### src/rtl/asip_isa_pkg.sv
// Shared definitions for the 16-bit vector ASIP instruction format.
// Defines the field widths and bit positions, the named opcodes, the encoder
// FSM states, and a helper that packs the fields into one instruction word.
package asip_isa_pkg;

  localparam int unsigned OPC_W   = 4;
  localparam int unsigned REG_W   = 4;
  localparam int unsigned IMM_W   = 8;
  localparam int unsigned INSTR_W = OPC_W + REG_W + IMM_W;

  // MSB of each field inside the instruction word.
  localparam int unsigned OPC_MSB = 15;
  localparam int unsigned REG_MSB = 11;
  localparam int unsigned IMM_MSB = 7;

  localparam logic [OPC_W-1:0] OPC_LOSC  = 4'b0000;  // load scalar from immediate
  localparam logic [OPC_W-1:0] OPC_SUPIX = 4'b1100;  // store pixel

  typedef enum logic [1:0] {
    IDLE,
    LOAD,
    DRAIN
  } enc_state_t;

  // Plain field concatenation. Field contents are not checked, so every
  // opcode, including the named ones, is encoded the same way.
  function automatic logic [INSTR_W-1:0] encode_instr(input logic [OPC_W-1:0] opc,
                                                      input logic [REG_W-1:0] rg,
                                                      input logic [IMM_W-1:0] imm);
    logic [INSTR_W-1:0] word;
    word = '0;
    word[OPC_MSB -: OPC_W] = opc;
    word[REG_MSB -: REG_W] = rg;
    word[IMM_MSB -: IMM_W] = imm;
    return word;
  endfunction

endpackage

### src/rtl/instr_fifo.sv
// Synchronous FIFO that buffers encoded instruction words.
// Ports:
//   clk, rst      rising-edge clock, synchronous active-high reset
//   push, wdata   write request and data (ignored when full)
//   pop           read request (ignored when empty); rdata shows the head
//   full, empty   occupancy flags
// DEPTH must be a power of two, at least 2. Push and pop may happen together.
module instr_fifo #(
  parameter int unsigned WIDTH = 16,
  parameter int unsigned DEPTH = 4
) (
  input  logic             clk,
  input  logic             rst,
  input  logic             push,
  input  logic [WIDTH-1:0] wdata,
  input  logic             pop,
  output logic [WIDTH-1:0] rdata,
  output logic             full,
  output logic             empty
);

  localparam int unsigned AW = $clog2(DEPTH);

  logic [WIDTH-1:0] mem_q [DEPTH];
  // Pointers carry one extra wrap bit so that full and empty can be told apart.
  logic [AW:0]      wr_ptr_q, rd_ptr_q;
  logic             do_push, do_pop;

  assign empty   = (wr_ptr_q == rd_ptr_q);
  assign full    = (wr_ptr_q[AW] != rd_ptr_q[AW]) &&
                   (wr_ptr_q[AW-1:0] == rd_ptr_q[AW-1:0]);
  assign do_push = push && !full;
  assign do_pop  = pop && !empty;
  assign rdata   = mem_q[rd_ptr_q[AW-1:0]];

  always_ff @(posedge clk) begin
    if (rst) begin
      wr_ptr_q <= '0;
      rd_ptr_q <= '0;
    end else begin
      if (do_push) wr_ptr_q <= wr_ptr_q + (AW+1)'(1);
      if (do_pop)  rd_ptr_q <= rd_ptr_q + (AW+1)'(1);
    end
  end

  // Storage needs no reset; the pointers define which entries are valid.
  always_ff @(posedge clk) begin
    if (do_push) mem_q[wr_ptr_q[AW-1:0]] <= wdata;
  end

endmodule

### src/rtl/instr_stream_encoder.sv
// Program-load engine: packs {opcode, reg, imm} field sets into 16-bit
// instruction words, buffers them, and writes them to instruction memory at
// consecutive addresses starting at a base latched on start.
// Ports:
//   clk, rst                  rising-edge clock, synchronous active-high reset
//   start, base_addr          begin a session (IDLE only) at base_addr
//   op_valid/op_ready         field-set handshake; op_opcode/op_reg/op_imm fields
//   op_last                   final instruction of the program
//   imem_stall                memory cannot take a new write this cycle
//   imem_we/addr/wdata        registered instruction memory write port
//   busy, done                not IDLE; one-cycle end-of-session pulse
//   overflow                  sticky: program truncated at the last address
//   word_count                words accepted in the current session
module instr_stream_encoder
  import asip_isa_pkg::*;
#(
  parameter int unsigned N          = 16,
  parameter int unsigned ADDR_W     = 8,
  parameter int unsigned FIFO_DEPTH = 4
) (
  input  logic              clk,
  input  logic              rst,
  input  logic              start,
  input  logic [ADDR_W-1:0] base_addr,
  input  logic              op_valid,
  output logic              op_ready,
  input  logic [3:0]        op_opcode,
  input  logic [3:0]        op_reg,
  input  logic [7:0]        op_imm,
  input  logic              op_last,
  input  logic              imem_stall,
  output logic              imem_we,
  output logic [ADDR_W-1:0] imem_addr,
  output logic [N-1:0]      imem_wdata,
  output logic              busy,
  output logic              done,
  output logic              overflow,
  output logic [ADDR_W:0]   word_count
);

  localparam logic [ADDR_W-1:0] LastAddr = {ADDR_W{1'b1}};

  enc_state_t        state_q, state_d;
  logic [ADDR_W-1:0] acc_addr_q, acc_addr_d;
  logic [ADDR_W-1:0] wr_addr_q, wr_addr_d;
  logic [ADDR_W-1:0] imem_addr_q, imem_addr_d;
  logic [N-1:0]      imem_wdata_q, imem_wdata_d;
  logic              imem_we_q, imem_we_d;
  logic              overflow_q, overflow_d;
  logic [ADDR_W:0]   word_count_q, word_count_d;

  logic              handshake;
  logic              at_last_addr;
  logic              drain_done;
  logic              fifo_full, fifo_empty, fifo_pop;
  logic [N-1:0]      fifo_rdata;
  logic [N-1:0]      enc_word;

  assign enc_word     = N'(encode_instr(op_opcode, op_reg, op_imm));
  assign handshake    = op_valid && op_ready;
  assign at_last_addr = (acc_addr_q == LastAddr);
  // The write presented this cycle is always taken, so once it has been
  // presented and the buffer is empty nothing is left in flight.
  assign drain_done   = fifo_empty && !imem_we_q;
  // The writer runs whenever a session is active (LOAD or DRAIN).
  assign fifo_pop     = (state_q != IDLE) && !fifo_empty && !imem_stall;

  instr_fifo #(
    .WIDTH (N),
    .DEPTH (FIFO_DEPTH)
  ) u_fifo (
    .clk   (clk),
    .rst   (rst),
    .push  (handshake),
    .wdata (enc_word),
    .pop   (fifo_pop),
    .rdata (fifo_rdata),
    .full  (fifo_full),
    .empty (fifo_empty)
  );

  // FSM state register.
  always_ff @(posedge clk) begin
    if (rst) state_q <= IDLE;
    else     state_q <= state_d;
  end

  // FSM next state.
  always_comb begin
    state_d = state_q;
    unique case (state_q)
      IDLE:    if (start) state_d = LOAD;
      // Accepting a word at the last address ends the program with or without op_last.
      LOAD:    if (handshake && (op_last || at_last_addr)) state_d = DRAIN;
      DRAIN:   if (drain_done) state_d = IDLE;
      default: state_d = IDLE;
    endcase
  end

  // FSM outputs. op_ready ignores a same-cycle pop when the buffer is full.
  always_comb begin
    op_ready = (state_q == LOAD) && !fifo_full;
    busy     = (state_q != IDLE);
    done     = (state_q == DRAIN) && drain_done;
  end

  // Datapath next state.
  always_comb begin
    acc_addr_d   = acc_addr_q;
    wr_addr_d    = wr_addr_q;
    imem_addr_d  = imem_addr_q;
    imem_wdata_d = imem_wdata_q;
    imem_we_d    = 1'b0;
    overflow_d   = overflow_q;
    word_count_d = word_count_q;

    if ((state_q == IDLE) && start) begin
      acc_addr_d   = base_addr;
      wr_addr_d    = base_addr;
      word_count_d = '0;
      overflow_d   = 1'b0;
    end

    if (handshake) begin
      acc_addr_d   = acc_addr_q + ADDR_W'(1);
      word_count_d = word_count_q + (ADDR_W+1)'(1);
      if (!op_last && at_last_addr) overflow_d = 1'b1;
    end

    if (fifo_pop) begin
      imem_we_d    = 1'b1;
      imem_addr_d  = wr_addr_q;
      imem_wdata_d = fifo_rdata;
      wr_addr_d    = wr_addr_q + ADDR_W'(1);
    end
  end

  always_ff @(posedge clk) begin
    if (rst) begin
      acc_addr_q   <= '0;
      wr_addr_q    <= '0;
      imem_addr_q  <= '0;
      imem_wdata_q <= '0;
      imem_we_q    <= 1'b0;
      overflow_q   <= 1'b0;
      word_count_q <= '0;
    end else begin
      acc_addr_q   <= acc_addr_d;
      wr_addr_q    <= wr_addr_d;
      imem_addr_q  <= imem_addr_d;
      imem_wdata_q <= imem_wdata_d;
      imem_we_q    <= imem_we_d;
      overflow_q   <= overflow_d;
      word_count_q <= word_count_d;
    end
  end

  assign imem_we    = imem_we_q;
  assign imem_addr  = imem_addr_q;
  assign imem_wdata = imem_wdata_q;
  assign overflow   = overflow_q;
  assign word_count = word_count_q;

endmodule

### config.mk
export PLATFORM = sky130hd
export DESIGN_NAME = instr_stream_encoder
export DESIGN_NICKNAME = d
export VERILOG_FILES = /design/src/rtl/asip_isa_pkg.sv /design/src/rtl/instr_fifo.sv /design/src/rtl/instr_stream_encoder.sv
export SDC_FILE = /design/constraint.sdc
export NUM_CORES = 1
export LEC_CHECK = 0
export CAP_MARGIN = 0
export CORE_AREA = 4 4 139 141
export DETAILED_ROUTE_END_ITERATION = 12
export DIE_AREA = 0 0 143 145
export HOLD_SLACK_MARGIN = 0.1
export PLACE_DENSITY = 0.58
export SETUP_SLACK_MARGIN = 0.05
export SLEW_MARGIN = 0
export SYNTH_ARGS = -nofsm -noshare
export SYNTH_HDL_FRONTEND = slang
export SYNTH_HIERARCHICAL = 1
export SYNTH_SLANG_ARGS = --single-unit
### constraint.sdc
create_clock -name clk -period 8.3 [get_ports clk]
set_input_delay 2.075 -clock clk [delete_from_list [all_inputs] [get_ports clk]]
set_output_delay 2.075 -clock clk [all_outputs]
set_load 0.005 [all_outputs]
==> run metrics, run 1 <==
syn nets=473; cell area after layout=0.00663 sq mm; placed cell areas=0.00603 sq mm; peak supply drop=209 uV; register bit total from synthesis=125; Synth Instances=435; largest net degree at the start of global routing=64; end of the critical path=u_fifo/mem_q[3][13]; Post-synth ARST share=0%; Leak=2.12 nW; Worst setup startpoint=op_valid; vias in the first global route=3,714; Port Buffers=67; Rows=49; n_diodes=0; gr usage total=12.2%; fin. max-slew vios=0; die width=143 um; Synth cell types=52; first-pass GRT wire length=19.8 mm; critical path endpoint category=flop; setup_tns=0 ns; Rel. slew slack=20.2%; initial antenna violation count=0; R2R Path End=u_fifo/mem_q[3][13]; Post-DP HPWL=7.70 mm; fin nets=539; final clock skew=0.0106 ns; Synth Flop Type=edfxtp_1; PwrDens=232 mW/mm^2; I/O Pins=68; 1st-pass router iterations=5; critical setup path kind=in2reg; Initial Utilization=28.8%; Routed WL per cell=16.2 um; DR iter-0 viols=200; status=completed; cts hold-fix bufs=0; post-synthesis sequential area ratio=60.8%; post_cts resized=0; cells on worst reg2reg path=7; routability cong.=0.808; htree depth=4; DRC Markers=0; Final Critical Period=5.05 ns; gr ovfl total=0; Fillers=1,712; clk buf depth=2; Worst R2R Start=u_fifo/wr_ptr_q[1]; Core ar.=0.0180 sq mm; worst-skew pair later-pin latency=0.42 ns; CTS tree=done; yosys warns=6; vias per inst=4.89; hold violation count in the final report=0; clock transition at the registers of the reported paths=0.05 ns; CP Launch Type=input port; critical-path maximum fanout=19; Routed Antenna Nets=0; worst hold path type=reg2reg; cell area after synthesis=0.00517 sq mm; Worst EP arrival=5.07 ns; Num Clock Sinks=125; Max Cap Viol=0; worst-margin pin slew=1.19 ns; Syn-to-layout area delta=28.1%; Num CTS Buffers=17; fmax=198 MHz; Die H=145 um; EDFF count, synth=64; post-route setup slack=3.25 ns; Req. time, crit path=8.33 ns; area of the multi-input gates=0.00186 sq mm; Tcrit/Tclk final=60.8%; routed vias=3,630; Final Util=36.9%; share of layout cells above drive strength 1=12.5%; final wirelength=12.1 mm; r2r setup slk=4.15 ns; setup bufs post-CTS=0; Register Area=0.00314 sq mm; die area=0.0207 sq mm; RSZ-0062 raised after global routing=false; average cell area after synthesis=11.9 sq um; pre-CTS setup slack=2.81 ns; CTS Root Cell=clkbuf_16; final setup fails=0
[flip-flops by register name (all words and copies together) (netlist names), named ones only]
register         count
imem_we              1
u_fifo/wr_ptr_q      3
u_fifo/rd_ptr_q      3
state_q              2
acc_addr_q           8
imem_wdata          16
overflow             1
imem_addr            8
wr_addr_q            8
u_fifo/mem_q        64
word_count           9
[per-layer routing]
layer	vias to the layer above	part of all wire [%]	track usage, %	wire [um]
met2	86	48	19.3	5740
met3	17	5.3	4.51	639
met4	0	1.7	4.52	201
met5	-	0	0	0
li1	1758	-	-	-
met1	1769	45	15.3	5470
[area by class of cell]
cell class,instances,share of cell area (%)
tap,229,4.32
clock buffer,18,6.80
sequential,125,47.4
clock inverter,14,2.21
inverter,10,0.567
timing repair buffer,72,10.6
multi-input combinational,275,28.0
[worst min-delay path by stage]
stage,slack [ns],start,cells after the start,end
after floorplan,0.45,wr_addr_q[6],2,imem_addr[6]
after global placement,0.44,imem_wdata[3],2,imem_wdata[3]
after detailed placement,0.45,imem_wdata[7],2,imem_wdata[7]
after CTS,0.46,imem_addr[3],2,imem_addr[3]
after global routing,0.48,imem_addr[2],2,imem_addr[2]
final,0.45,imem_addr[3],2,imem_addr[3]
[where the power goes]
group          leakage [nW]  total (mW)  switching [mW]  internal (mW)
sequential             1.07       0.681          0.0143          0.667
clock                 0.293       0.738           0.298          0.440
combinational         0.752       0.121          0.0658         0.0549
[synthesized netlist by cell type, types with 2 or more instances]
| cell | n | area share (%) |
|---|---|---|
| xnor2_1 | 6 | 1.0 |
| edfxtp_1 | 64 | 37 |
| nand3_1 | 10 | 0.97 |
| nand3b_1 | 3 | 0.44 |
| a41oi_1 | 3 | 0.51 |
| nor4_1 | 4 | 0.48 |
| nand4_1 | 4 | 0.48 |
| nor3_1 | 8 | 0.77 |
| a211oi_1 | 6 | 0.87 |
| inv_1 | 9 | 0.65 |
| o211ai_1 | 5 | 0.73 |
| mux2_2 | 2 | 0.44 |
| or4_1 | 3 | 0.44 |
| buf_2 | 9 | 0.87 |
| buf_1 | 2 | 0.15 |
| clkbuf_1 | 8 | 0.58 |
| dfxtp_1 | 61 | 24 |
| o311ai_0 | 3 | 0.51 |
| buf_6 | 2 | 0.44 |
| a32oi_1 | 4 | 0.68 |
| and3_1 | 3 | 0.36 |
| and2_1 | 5 | 0.60 |
| xor2_1 | 3 | 0.51 |
| a21oi_1 | 36 | 3.5 |
| nand2_1 | 72 | 5.2 |
| a31oi_1 | 13 | 1.6 |
| ha_1 | 8 | 1.9 |
| o21ai_0 | 14 | 1.4 |
| nor3b_1 | 7 | 1.0 |
| nor2_1 | 15 | 1.1 |
| mux4_2 | 16 | 7.0 |
| or3_1 | 7 | 0.85 |
[kinds of logic after synthesis]
logic type | share of synthesized area, %
buffers and inverters | 3.41
AND/OR/NAND/NOR | 14.2
flip-flops | 60.8
AO/OA/AOI/OAI | 10.7
XOR/XNOR | 1.52
multiplexers | 7.40
adder cells (fa/ha/maj) | 1.94
[placed cells by master, fill, tap and decap left out, types with 6 or more instances in the layout]
cell type        count
ha_1                 8
nand2_1             72
a31oi_1             12
o21ai_0             14
inv_1                9
mux4_2              16
clkdlybuf4s50_1     66
xnor2_1              6
clkbuf_16           18
nor3_1               8
or3_1                7
nand3_1             10
edfxtp_1            64
a211oi_1             6
nor3b_1              7
a21oi_1             36
dfxtp_1             61
nor2_1              15
[metrics by stage]
stage | cells | power (mW) | hold WS, ns
final | 743 | 1.54 | 0.454
after global placement | 711 | 0.813 | 0.445
after detailed placement | 711 | 0.816 | 0.449
after CTS | 743 | 1.56 | 0.459
after global routing | 743 | 1.60 | 0.476
after floorplan | 435 | 0.766 | 0.446
[critical path: stages]
cell and delay, ns:
clkdlybuf4s50_1 0.45, nand4bb_1 0.65, inv_1 0.72, nand2_1 0.21, a31oi_2 0.96
(Power assumes the default switching activity.)
==> run 2, diff against run 1 <==
clock period = 4.7 ns   (was 8.3 ns; I/O delays follow)
==> run 2 against run 1 <==
Net effect: utilization barely moved; critical path depth rose by 1; global-route usage shrank 0.26 points; clock skew is 0.0034 ns lower; combinational power grew 76%; highest routed layer unchanged; worst setup slack worse by 2.5 ns.
==> run metrics, run 2 (synthesized netlist as in run 1, its figures left out) <==
1st-pass router iterations=4 (was 5); share of layout cells above drive strength 1=12.8% (was 12.5%); Leak=2.11 nW (was 2.12 nW); die area=0.0207 sq mm (unchanged); routability cong.=0.818 (was 0.808); final std cells w/o fill=746 (was 743); Clk pwr share=46.7% (was 47.9%); Die H=145 um (unchanged); Worst R2R Start=u_fifo/wr_ptr_q[1] (unchanged); Initial Utilization=28.8% (unchanged); Final Critical Period=3.96 ns; die width=143 um (unchanged); Num CTS Buffers=17 (unchanged); most common cell after layout, fill and taps aside=nand2_1 (unchanged); Hold Path Depth=2 (unchanged); routed vias=3,661 (was 3,630); sw frac=24.3% (was 24.5%); fmax=253 MHz; largest net degree at the start of global routing=40 (was 64); setup bufs post-CTS=0 (unchanged); r2r setup slk=1.70 ns (was 4.15 ns); hold violation count in the final report=0 (unchanged); clock transition at the registers of the reported paths=0.06 ns (was 0.05 ns); hold slack final=0.458 ns (was 0.454 ns); top sig layer=met4 (unchanged); Routed WL per cell=16.1 um (was 16.2 um); placed insts=714 (was 711); Routed met1 length=5.17 mm (was 5.47 mm); WL met3=665 um (was 639 um); worst-margin pin slew=0.894 ns (was 1.19 ns); CTS tree=done (unchanged); Core ar.=0.0180 sq mm (unchanged); Fillers=1,754 (was 1,712); Register Area=0.00314 sq mm (unchanged); PwrDens=402 mW/mm^2 (was 232 mW/mm^2); Logic pwr share=8.0% (was 7.8%); initial antenna violation count=0 (unchanged); area of the multi-input gates=0.00186 sq mm (unchanged); Routed Antenna Nets=0 (unchanged); clk buf depth=2 (unchanged); most frequent cells in the layout=nand2_1, clkdlybuf4s50_1, edfxtp_1, dfxtp_1, a21oi_1 (unchanged); Port Buffers=67 (unchanged); first-pass GRT wire length=19.3 mm (was 19.8 mm); worst hold path type=reg2reg (unchanged); fin nets=542 (was 539); final wirelength=12.0 mm (was 12.1 mm); routed wl met2=6.01 mm (was 5.74 mm); Pint=2.01 mW (was 1.16 mW); vias in the first global route=3,710 (was 3,714); Tcrit/Tclk final=84.2%; R2R Path End=u_fifo/mem_q[2][0] (was u_fifo/mem_q[3][13]); final setup fails=0 (unchanged); CP Launch Type=flop (was input port); setup_tns=0 ns (unchanged); sequential power share=45.3% (was 44.2%); htree depth=4 (unchanged); critical path endpoint category=primary output (was flop); vias per inst=4.91 (was 4.89); DR iter-0 viols=249 (was 200); Worst EP arrival=2.78 ns (was 5.07 ns); Rel. slew slack=40.4% (was 20.2%); Post-DP HPWL=7.82 mm (was 7.70 mm); Syn-to-layout area delta=27.9% (was 28.1%); Worst Hold Launch=imem_wdata[4] (was imem_addr[3]); fin. max-slew vios=0 (unchanged); critical setup path kind=reg2out (was in2reg); max reg flops=64 (unchanged); Pwr Total=2.66 mW (was 1.54 mW); I/O Pins=68 (unchanged); Req. time, crit path=3.52 ns (was 8.33 ns); RSZ-0062 raised after global routing=false (unchanged); Hold Path End=imem_wdata[4] (was imem_addr[3]); Net Sw Power=645 uW (was 378 uW); n_diodes=0 (unchanged); gr ovfl total=0 (unchanged); CTS Root Cell=clkbuf_16 (unchanged); final clock skew=0.00721 ns (was 0.0106 ns); Num Clock Sinks=125 (unchanged); critical-path maximum fanout=8 (was 19); DRC Markers=0 (unchanged); cells on worst reg2reg path=9 (was 7); post_cts resized=0 (unchanged); status=completed (unchanged); peak supply drop=277 uV (was 209 uV); gr usage total=12.0% (was 12.2%); Max Cap Viol=0 (unchanged); worst-skew pair later-pin latency=0.41 ns (was 0.42 ns); Rows=49 (unchanged); cts hold-fix bufs=0 (unchanged)
run 2: changes by cell type in the layout (fill, tap and decap cells not counted), sizes merged:
| cell | delta |
|---|---|
| clkinvlp | +1 |
| inv | -2 |
| clkinv | +1 |
| buf | +3 |
run 2: worst max path at each step:
stage | from | to | cells after the start
after global placement | u_fifo/wr_ptr_q[0] | done | 6
after floorplan | op_valid | u_fifo/mem_q[3][0] | 6
final | u_fifo/rd_ptr_q[0] | done | 6
after CTS | u_fifo/rd_ptr_q[0] | done | 6
after global routing | u_fifo/rd_ptr_q[0] | done | 6
after detailed placement | u_fifo/rd_ptr_q[0] | done | 6
run 2: cell type report:
| class | count | area share [%] |
|---|---|---|
| clock buffers | 18 | 6.49 |
| clock inverters | 14 | 2.06 |
| inverters | 10 | 0.567 |
| multi-input cells | 275 | 28.1 |
| flip-flops and latches | 125 | 47.5 |
| well taps | 229 | 4.33 |
| repair buffers | 75 | 11.0 |
run 2: power by group through the flow:
stage	Combinational, mW	Clock, mW	Sequential (mW)
6_report	0.213	1.24	1.20
4_1_cts	0.217	1.28	1.20
3_3_place_gp	0.212	0	1.22
3_5_place_dp	0.216	0	1.23
2_1_floorplan	0.133	0	1.22
5_1_grt	0.237	1.33	1.21
run 2: worst max-delay path, stage by stage (launching register included):
cell             delay, ns
dfxtp_1               0.38
xnor2_1               0.57
nand2_1               0.27
nor2_1                0.25
nand2b_1              0.13
nor3b_1               0.22
clkdlybuf4s50_1       0.54
run 2: layer usage:
layer,vias up,track usage [%]
li1,1763,-
met1,1786,14.5
met2,94,19.5
met3,18,3.95
met4,0,4.85
met5,-,0
run 2: per-stage QoR:
stage                     utilization (%)  instance area [sq um]  setup WS [ns]
final                                36.8                   6620          0.740
after global routing                 36.8                   6620          0.465
after CTS                            36.8                   6620          0.718
after detailed placement             33.7                   6050           1.22
after global placement               33.7                   6050           1.27
after floorplan                         -                   5170           1.59
==> run 3, diff against run 2 <==
PLACE_DENSITY = 0.6   (was 0.58)
clock period = 3.61 ns   (was 4.7 ns; I/O delays follow)
==> run 3 against run 2 <==
Net effect: first-iteration DRC count shrank 22%; power is 35% higher; routed wire length increased by 0.72%; largest power group unchanged; highest routed layer unchanged.
==> run metrics, run 3 (synthesized netlist as in run 1, its figures left out) <==
Rows=49 (unchanged); Req. time, crit path=2.71 ns (was 3.52 ns); n_diodes=0 (unchanged); Max Cap Viol=0 (unchanged); gr ovfl total=0 (unchanged); worst hold path type=reg2reg (unchanged); Die H=145 um (unchanged); routed vias=3,705 (was 3,661); sequential power share=43.6% (was 45.3%); r2r setup slk=1.08 ns (was 1.70 ns); gr usage total=12.0% (about the same); hold violation count in the final report=0 (unchanged); Tcrit/Tclk final=93.6%; hold slack final=0.452 ns (was 0.458 ns); Hold Path Depth=2 (unchanged); setup_tns=0 ns (unchanged); Leak=2.18 nW (was 2.11 nW); worst-margin pin slew=0.840 ns (was 0.894 ns); Hold Path End=imem_wdata[6] (was imem_wdata[4]); initial antenna violation count=0 (unchanged); Worst EP arrival=2.48 ns (was 2.78 ns); worst-skew pair later-pin latency=0.41 ns (about the same); CTS Root Cell=clkbuf_16 (unchanged); peak supply drop=298 uV (was 277 uV); die area=0.0207 sq mm (unchanged); fin nets=548 (was 542); cells on worst reg2reg path=8 (was 9); most common cell after layout, fill and taps aside=nand2_1 (unchanged); clk buf depth=2 (unchanged); Initial Utilization=28.8% (unchanged); fin. max-slew vios=0 (unchanged); largest net degree at the start of global routing=37 (was 40); 1st-pass router iterations=4 (unchanged); Pwr Total=3.60 mW (was 2.66 mW); critical path endpoint category=primary output (unchanged); Pint=2.75 mW (was 2.01 mW); sw frac=23.4% (was 24.3%); I/O Pins=68 (unchanged); Num Clock Sinks=125 (unchanged); clock transition at the registers of the reported paths=0.06 ns (about the same); routability cong.=0.783 (was 0.818); Routed WL per cell=16.1 um (about the same); R2R Path End=u_fifo/rd_ptr_q[2] (was u_fifo/mem_q[2][0]); Final Util=37.5% (was 36.8%); RSZ-0062 raised after global routing=false (unchanged); Routed Antenna Nets=0 (unchanged); Net Sw Power=842 uW (was 645 uW); Final Critical Period=3.38 ns; CP Launch Type=flop (unchanged); critical setup path kind=reg2out (unchanged); DR iter-0 viols=194 (was 249); Logic pwr share=8.0% (about the same); Rel. slew slack=43.9% (was 40.4%); die width=143 um (unchanged); vias in the first global route=3,792 (was 3,710); htree depth=4 (unchanged); Port Buffers=67 (unchanged); share of layout cells above drive strength 1=14.9% (was 12.8%); max reg flops=64 (unchanged); Num CTS Buffers=17 (unchanged); final setup fails=0 (unchanged); most frequent cells in the layout=nand2_1, clkdlybuf4s50_1, edfxtp_1, dfxtp_1, a21oi_1 (unchanged); fmax=296 MHz; Clk pwr share=48.4% (was 46.7%); CTS tree=done (unchanged); vias per inst=4.93 (was 4.91); Core ar.=0.0180 sq mm (unchanged); Post-DP HPWL=7.86 mm (was 7.82 mm); final clock skew=0.00973 ns (was 0.00721 ns); PwrDens=533 mW/mm^2 (was 402 mW/mm^2); Worst R2R Start=u_fifo/wr_ptr_q[2] (was u_fifo/wr_ptr_q[1]); first-pass GRT wire length=19.7 mm (was 19.3 mm); Worst Hold Launch=imem_wdata[6] (was imem_wdata[4]); critical-path maximum fanout=7 (was 8); final wirelength=12.1 mm (was 12.0 mm); DRC Markers=0 (unchanged); Syn-to-layout area delta=30.4% (was 27.9%); status=completed (unchanged)
[run 3: cell count changes in the layout (fill, tap and decap cells not counted), sizes merged]
cell      delta
buf          +6
inv          +1
clkinv       -2
clkbuf       +3
clkinvlp     -2
[run 3: worst max path at each step]
| stage | start | to | slack [ns] | depth (start not counted) |
|---|---|---|---|---|
| after floorplan | u_fifo/rd_ptr_q[1] | u_fifo/mem_q[3][0] | 0.72 | 10 |
| after global placement | u_fifo/rd_ptr_q[0] | done | 0.44 | 6 |
| after detailed placement | u_fifo/rd_ptr_q[0] | done | 0.32 | 6 |
| after CTS | u_fifo/rd_ptr_q[0] | done | 0.08 | 6 |
| after global routing | u_fifo/rd_ptr_q[1] | done | 0.05 | 6 |
| final | u_fifo/rd_ptr_q[1] | done | 0.23 | 6 |
[run 3: timing repair]
| action | CTS | global route |
|---|---|---|
| gates cloned | 0 | 0 |
| resized for setup | 2 | 4 |
| endpoints found under the setup margin | 1 | 1 |
| buffers inserted | 0 | 3 |
| endpoints found under the hold margin | 0 | 0 |
| hold buffers | 0 | 0 |
| pin swaps | 0 | 1 |
[run 3: final cells by class]
type                    instances  area [sq um]
repair buffers                 81           771
flip-flops and latches        125          3150
clock buffers                  21           503
inverters                      10          37.5
fillers                      1750         11200
well taps                     229           287
clock inverters                11           116
multi-input cells             275          1880
[run 3: through the flow]
step / cells / cell area [sq um] / setup WS [ns]
floorplan: 435 / 5170 / 0.725
global placement: 717 / 6070 / 0.436
detailed placement: 717 / 6070 / 0.317
CTS: 749 / 6710 / 0.0779
global route: 752 / 6750 / 0.0497
finish: 752 / 6750 / 0.230
[run 3: per-layer routing]
layer / track usage [%] / part of all wire, %
met5: 0 / 0
met4: 3.33 / 1.1
met3: 3.55 / 5.4
met2: 19.8 / 49
met1: 15.4 / 44
[run 3: worst max-delay path: stages (launching register included)]
cell             delay (ns)
dfxtp_1                0.39
xnor2_2                0.31
nand2_1                0.18
nor2_1                 0.21
nand2b_1               0.10
nor3b_1                0.30
clkdlybuf4s50_1        0.56
[run 3: power groups by stage]
| stage | registers, mW | clock network [mW] | logic, mW |
|---|---|---|---|
| 6_report | 1.57 | 1.74 | 0.287 |
| 5_1_grt | 1.57 | 1.85 | 0.317 |
| 2_1_floorplan | 1.59 | 0 | 0.173 |
| 4_1_cts | 1.57 | 1.79 | 0.286 |
| 3_3_place_gp | 1.59 | 0 | 0.278 |
| 3_5_place_dp | 1.59 | 0 | 0.282 |
